<file path="src/rtl/matrix_data_memory.sv">
// matrix_data_memory
// Word-addressed data memory for the MIPS core's matrix workloads.
// Three DIM x DIM regions live at fixed byte bases: A and B hold the
// operands, C holds the result. The CPU side offers a registered load
// and a synchronous store. A small dump engine streams C out, row-major,
// over a valid/ready port. C is frozen against CPU stores while a dump
// is running, so the streamed words cannot change underneath the sink.

module matrix_data_memory #(
   parameter int unsigned       DATA_W = 32,
   parameter int unsigned       ADDR_W = 32,
   parameter int unsigned       DIM    = 3,
   parameter logic [ADDR_W-1:0] A_BASE = 32'h0000_0200,
   parameter logic [ADDR_W-1:0] B_BASE = 32'h0000_0300,
   parameter logic [ADDR_W-1:0] C_BASE = 32'h0000_0100,
   localparam int unsigned      N      = DIM * DIM,
   localparam int unsigned      IDX_W  = (N > 1) ? $clog2(N) : 1
) (
   input  logic              clk,
   input  logic              rst_n,
   input  logic              mem_read,
   input  logic              mem_write,
   input  logic [ADDR_W-1:0] address,
   input  logic [DATA_W-1:0] data_in,
   output logic [DATA_W-1:0] data_out,
   output logic              rd_valid,
   output logic              addr_err,
   output logic              wr_blocked,
   input  logic              dump_start,
   output logic              dump_busy,
   output logic              dump_valid,
   input  logic              dump_ready,
   output logic [DATA_W-1:0] dump_data,
   output logic [IDX_W-1:0]  dump_index,
   output logic              dump_done
);

   // Size of one region in bytes, and the index of the last element.
   localparam logic [ADDR_W-1:0] REGION_BYTES = ADDR_W'(4 * N);
   localparam logic [IDX_W-1:0]  LAST_IDX     = IDX_W'(N - 1);
   localparam logic [IDX_W-1:0]  IDX_ONE      = IDX_W'(1);

   typedef enum logic {
      IDLE,
      STREAM
   } dump_state_t;

   dump_state_t state;

   // Region storage, one word per element.
   logic [DATA_W-1:0] mem_a [N];
   logic [DATA_W-1:0] mem_b [N];
   logic [DATA_W-1:0] mem_c [N];

   // Decode: offset from each base; an offset below the region size
   // means a hit (addresses below the base wrap to huge offsets).
   logic [ADDR_W-1:0] off_a;
   logic [ADDR_W-1:0] off_b;
   logic [ADDR_W-1:0] off_c;
   logic              aligned;
   logic              hit_a;
   logic              hit_b;
   logic              hit_c;
   logic              legal;
   logic [IDX_W-1:0]  idx_a;
   logic [IDX_W-1:0]  idx_b;
   logic [IDX_W-1:0]  idx_c;

   assign off_a   = address - A_BASE;
   assign off_b   = address - B_BASE;
   assign off_c   = address - C_BASE;
   assign aligned = (address[1:0] == 2'b00);
   assign hit_a   = aligned && (off_a < REGION_BYTES);
   assign hit_b   = aligned && (off_b < REGION_BYTES);
   assign hit_c   = aligned && (off_c < REGION_BYTES);
   assign legal   = hit_a || hit_b || hit_c;
   assign idx_a   = off_a[IDX_W+1:2];
   assign idx_b   = off_b[IDX_W+1:2];
   assign idx_c   = off_c[IDX_W+1:2];

   // Operation classification; both strobes together is neither a load
   // nor a store and is reported as an error.
   logic load_op;
   logic store_op;
   logic both_op;
   logic we_a;
   logic we_b;
   logic we_c;
   logic c_blocked;

   assign load_op   = mem_read && !mem_write;
   assign store_op  = mem_write && !mem_read;
   assign both_op   = mem_read && mem_write;
   assign we_a      = store_op && hit_a;
   assign we_b      = store_op && hit_b;
   assign c_blocked = store_op && hit_c && dump_busy;
   assign we_c      = store_op && hit_c && !dump_busy;

   // Select the addressed word for a load; illegal addresses read as zero.
   logic [DATA_W-1:0] rd_word;

   always_comb begin
      rd_word = '0;
      if (hit_a) begin
         rd_word = mem_a[idx_a];
      end else if (hit_b) begin
         rd_word = mem_b[idx_b];
      end else if (hit_c) begin
         rd_word = mem_c[idx_c];
      end
   end

   // Region A: reset to 1..N, written by legal CPU stores.
   always_ff @(posedge clk or negedge rst_n) begin
      if (!rst_n) begin
         for (int i = 0; i < int'(N); i++) begin
            mem_a[i] <= DATA_W'(i + 1);
         end
      end else if (we_a) begin
         mem_a[idx_a] <= data_in;
      end
   end

   // Region B: reset to the identity matrix, written by legal CPU stores.
   always_ff @(posedge clk or negedge rst_n) begin
      if (!rst_n) begin
         for (int i = 0; i < int'(N); i++) begin
            mem_b[i] <= ((i % (int'(DIM) + 1)) == 0) ? DATA_W'(1) : '0;
         end
      end else if (we_b) begin
         mem_b[idx_b] <= data_in;
      end
   end

   // Region C: reset to zero, written only while no dump is streaming it.
   always_ff @(posedge clk or negedge rst_n) begin
      if (!rst_n) begin
         for (int i = 0; i < int'(N); i++) begin
            mem_c[i] <= '0;
         end
      end else if (we_c) begin
         mem_c[idx_c] <= data_in;
      end
   end

   // CPU response: registered load data (held between loads) and status pulses.
   always_ff @(posedge clk or negedge rst_n) begin
      if (!rst_n) begin
         data_out   <= '0;
         rd_valid   <= 1'b0;
         addr_err   <= 1'b0;
         wr_blocked <= 1'b0;
      end else begin
         rd_valid   <= load_op;
         addr_err   <= both_op || ((load_op || store_op) && !legal);
         wr_blocked <= c_blocked;
         if (load_op) begin
            data_out <= rd_word;
         end
      end
   end

   // Dump engine: walks C row-major, advancing one element per accepted word.
   always_ff @(posedge clk or negedge rst_n) begin
      if (!rst_n) begin
         state      <= IDLE;
         dump_busy  <= 1'b0;
         dump_valid <= 1'b0;
         dump_index <= '0;
         dump_done  <= 1'b0;
      end else begin
         dump_done <= 1'b0;
         case (state)
            IDLE: begin
               if (dump_start) begin
                  state      <= STREAM;
                  dump_busy  <= 1'b1;
                  dump_valid <= 1'b1;
                  dump_index <= '0;
               end
            end
            STREAM: begin
               if (dump_valid && dump_ready) begin
                  if (dump_index == LAST_IDX) begin
                     state      <= IDLE;
                     dump_busy  <= 1'b0;
                     dump_valid <= 1'b0;
                     dump_index <= '0;
                     dump_done  <= 1'b1;
                  end else begin
                     dump_index <= dump_index + IDX_ONE;
                  end
               end
            end
            default: begin
               state <= IDLE;
            end
         endcase
      end
   end

   // C cannot change while streaming, so a direct array read is stable.
   assign dump_data = mem_c[dump_index];

endmodule

</file>
<file path="config.mk">
export PLATFORM = sky130hd
export DESIGN_NAME = matrix_data_memory
export DESIGN_NICKNAME = d
export VERILOG_FILES = /design/src/rtl/matrix_data_memory.sv
export SDC_FILE = /design/constraint.sdc
export NUM_CORES = 1
export LEC_CHECK = 0
export CORE_UTILIZATION = 32
export DETAILED_ROUTE_END_ITERATION = 12
export PLACE_DENSITY_LB_ADDON = 0.08
export REMOVE_ABC_BUFFERS = 1
export SYNTH_ARGS = -nofsm -noshare
export SYNTH_HDL_FRONTEND = slang
export SYNTH_SLANG_ARGS = --single-unit
</file>
<file path="constraint.sdc">
create_clock -name clk -period 3.9 [get_ports clk]
set_clock_uncertainty 0.05 [all_clocks]
set_input_delay 0.78 -clock clk [delete_from_list [all_inputs] [get_ports clk]]
set_output_delay 0.78 -clock clk [all_outputs]
set_load 0.05 [all_outputs]
</file>
==> flow_summary.ini <==
[routing]
drt_iter0_drc = 1529
drc_errors = 0
drt.antenna.violating_nets = 0
routed_wirelength_um = 144000
routed-via-count = 27100
wire_per_inst_um = 29.0
routed_via_density = 5.44
dr.pass1.iters = 5

[sta]
period_share = 0.962
finalMaxSlewViolations = 0
slew-limit-headroom = 0.192
max_freq_mhz = 267
fin_ws_ns = 0.148
grt_setup_unrepaired = no
tightest_slew_ns = 1.21
setup_tns_ns = 0
hold_violations = 0
finalSetupViolations = 0
fin_crit_ns = 3.75

[clock_tree]
cts_buffer_depth = 3
cts_buffers = 106
cts.clk_slew.worst_paths_ns = 0.06
clockRootBuffer = clkbuf_16
cts_tree = built
worstSkewPairLatency_ns = 0.72
clock-sinks = 906
cts_max_level = 3

[power]
pwr_density_cell_nw_per_um2 = 428
ir_drop_mv = 0.390
p_leak_nw = 24.1

[grt]
grt_antenna_before_repair = 3
gr-max-usage-layer = met2
grt_max_degree = 118
first_global_vias = 29600
grt_pass1_wl_um = 214000
use_met2 = 0.339
grt.overflow.total = 0
met3_usage = 0.0321
grt_usage = 0.213
use_met1 = 0.304

[logic_synthesis]
syn_inst = 2960
synth_area_leaders = dfrtp_1 51%, mux2_2 18%, mux4_2 13%, mux2_1 4.2%, mux2i_1 2.2%
yosysSeqAreaShare = 0.519
synth_top_cell_by_area = dfrtp_1
synthDominantCellAreaShare = 0.509
synth_warnings = 0
synth_ff_type = dfrtp_1
syn_area_per_cell_um2 = 14.8
async_reset_ff_frac = 1.00
syn_area_um2 = 43700
yosysUniqueCellTypes = 55
ys_ff_latch = 906
synth_enable_flop_cells = 0

[final_layout]
n_fill_cell = 12500
regArea_um2 = 22700
multi_input_area_um2 = 19800
syn_to_final_growth_pct = 19.9
fin_nets = 3181
utilization = 0.387
drive_gt1_frac = 0.436

[floorplanning]
io_pins = 144
core_region_area_um2 = 135000
start_util = 0.322
die_h_um = 371
rows = 135
die_area_um2 = 138000
die_width_um = 371

[flow_run]
drv_cap = 0

[critical_path]
worstSetupPathType = reg2out
crit_required_ns = 3.07
worstPathArrival_ns = 2.92
worst_setup_path_end_kind = output port
cp-start-kind = flip-flop
critPathMaxFanout = 29

[placed_design]
pre_cts_slack_ns = -0.384
io_buffers = 143
place.gp.congestion = 0.798
hpwl_um = 85700

[run_status]
status = finished, final reports clean

[worst_hold_path]
hold_class = reg2reg
worst max-delay path, cell delays in order, from the launching register on:
cell and delay [ns]:
dfrtp_4 0.75, nor4b_2 0.47, buf_6 0.37, nand2_1 0.08
o21ai_0 0.13, buf_4 0.21, buf_12 0.14
cell type report:
type,count,share of cell area
tap,1781,0.0426
antenna,1,0.0000478
multi-input combinational,1764,0.378
timing repair buffer,316,0.0756
inverter,10,0.000717
sequential,906,0.434
clock buffer,166,0.0617
clock inverter,33,0.00748
registers in the layout, summed over array words and instances (netlist names):
signal,cells
mem_c,288
mem_a,288
wr_blocked,1
dump_done,1
rd_valid,1
dump_valid,1
dump_index,4
data_out,32
addr_err,1
state,1
mem_b,288
metal layers:
layer  vias up  wire length, um
met3       174             6010
met1     14900            67700
met5         -                0
met4         0             2820
met2       559            67700
li1      11500                -
cell usage in the layout, fill, tap and decap left out, types with 19 or more instances in the layout:
cell type | netlist | routed
clkbuf_8 | 0 | 29
clkbuf_1 | 155 | 28
clkinv_2 | 0 | 19
a22o_1 | 33 | 33
nand4_1 | 19 | 19
clkbuf_16 | 0 | 109
clkdlybuf4s50_1 | 0 | 106
nand3_1 | 20 | 19
buf_4 | 12 | 101
nand2_1 | 48 | 48
mux4_2 | 256 | 256
buf_12 | 0 | 103
dfrtp_1 | 888 | 884
mux2_2 | 702 | 702
o22ai_1 | 32 | 32
a21oi_1 | 130 | 130
o22a_1 | 32 | 32
nor2_4 | 5 | 19
mux2_1 | 163 | 163
nor2_1 | 56 | 50
o21ai_0 | 68 | 68
mux2i_1 | 96 | 96
power breakdown:
part | internal (W) | switching, W
Sequential | 0.00948 | 0.000260
Clock | 0.00614 | 0.00410
Combinational | 0.000842 | 0.00160
Total | 0.0165 | 0.00596
repair_timing:
item,4_1_cts,5_1_grt
setup buffers,4,0
hold buffers,1,0
gates resized for setup,1,0
hold endpoints to repair,22,0
setup endpoints to repair,18,0
Yosys cell counts, drive strengths merged, types with 21 or more instances:
cell    instances
nand3          21
o22ai          32
o21ai          69
a21oi         130
buf           125
mux2i          96
mux2          865
dfrtp         888
o22a           32
mux4          256
nor2           70
clkbuf        155
nand2          48
a22o           33
stage by stage:
step           instance area [um^2]  hold WS, ns  instances  total power, W
6_report                      52400        0.427       4977          0.0224
5_1_grt                       52400        0.444       4976          0.0233
4_1_cts                       52400        0.433       4976          0.0228
3_5_place_dp                  48700        0.419       4772          0.0123
3_3_place_gp                  48700        0.412       4772          0.0123
2_1_floorplan                 42400        0.402       2680          0.0109
worst paths after layout:
check                                    from      endpoint  slack [ns]  cells after the start
worst max-delay path            dump_index[2]  dump_data[7]        0.15                      6
worst min-delay path               mem_a[160]    mem_a[160]        0.43                      1
worst max register to register     dump_valid    mem_c[102]        1.68                      6
worst min register to register     mem_a[160]    mem_a[160]        0.43                      1
max in group asynchronous               rst_n    mem_a[130]        2.15                      4
min in group asynchronous               rst_n    mem_a[279]        0.52                      2
kinds of logic (layout without fill, tap and decap cells):
kind of cell             Yosys count  in the layout  share of synthesized area
other                              0              1                          0
buffers and inverters            290            525                     0.0301
AO/OA/AOI/OAI                    308            308                     0.0427
XOR/XNOR                          16             16                    0.00321
adder cells (fa/ha/maj)            7              7                    0.00200
flip-flops                       906            906                      0.519
multiplexers                    1217           1217                      0.377
AND/OR/NAND/NOR                  216            216                     0.0255
Power figures use the tool's default switching activity.
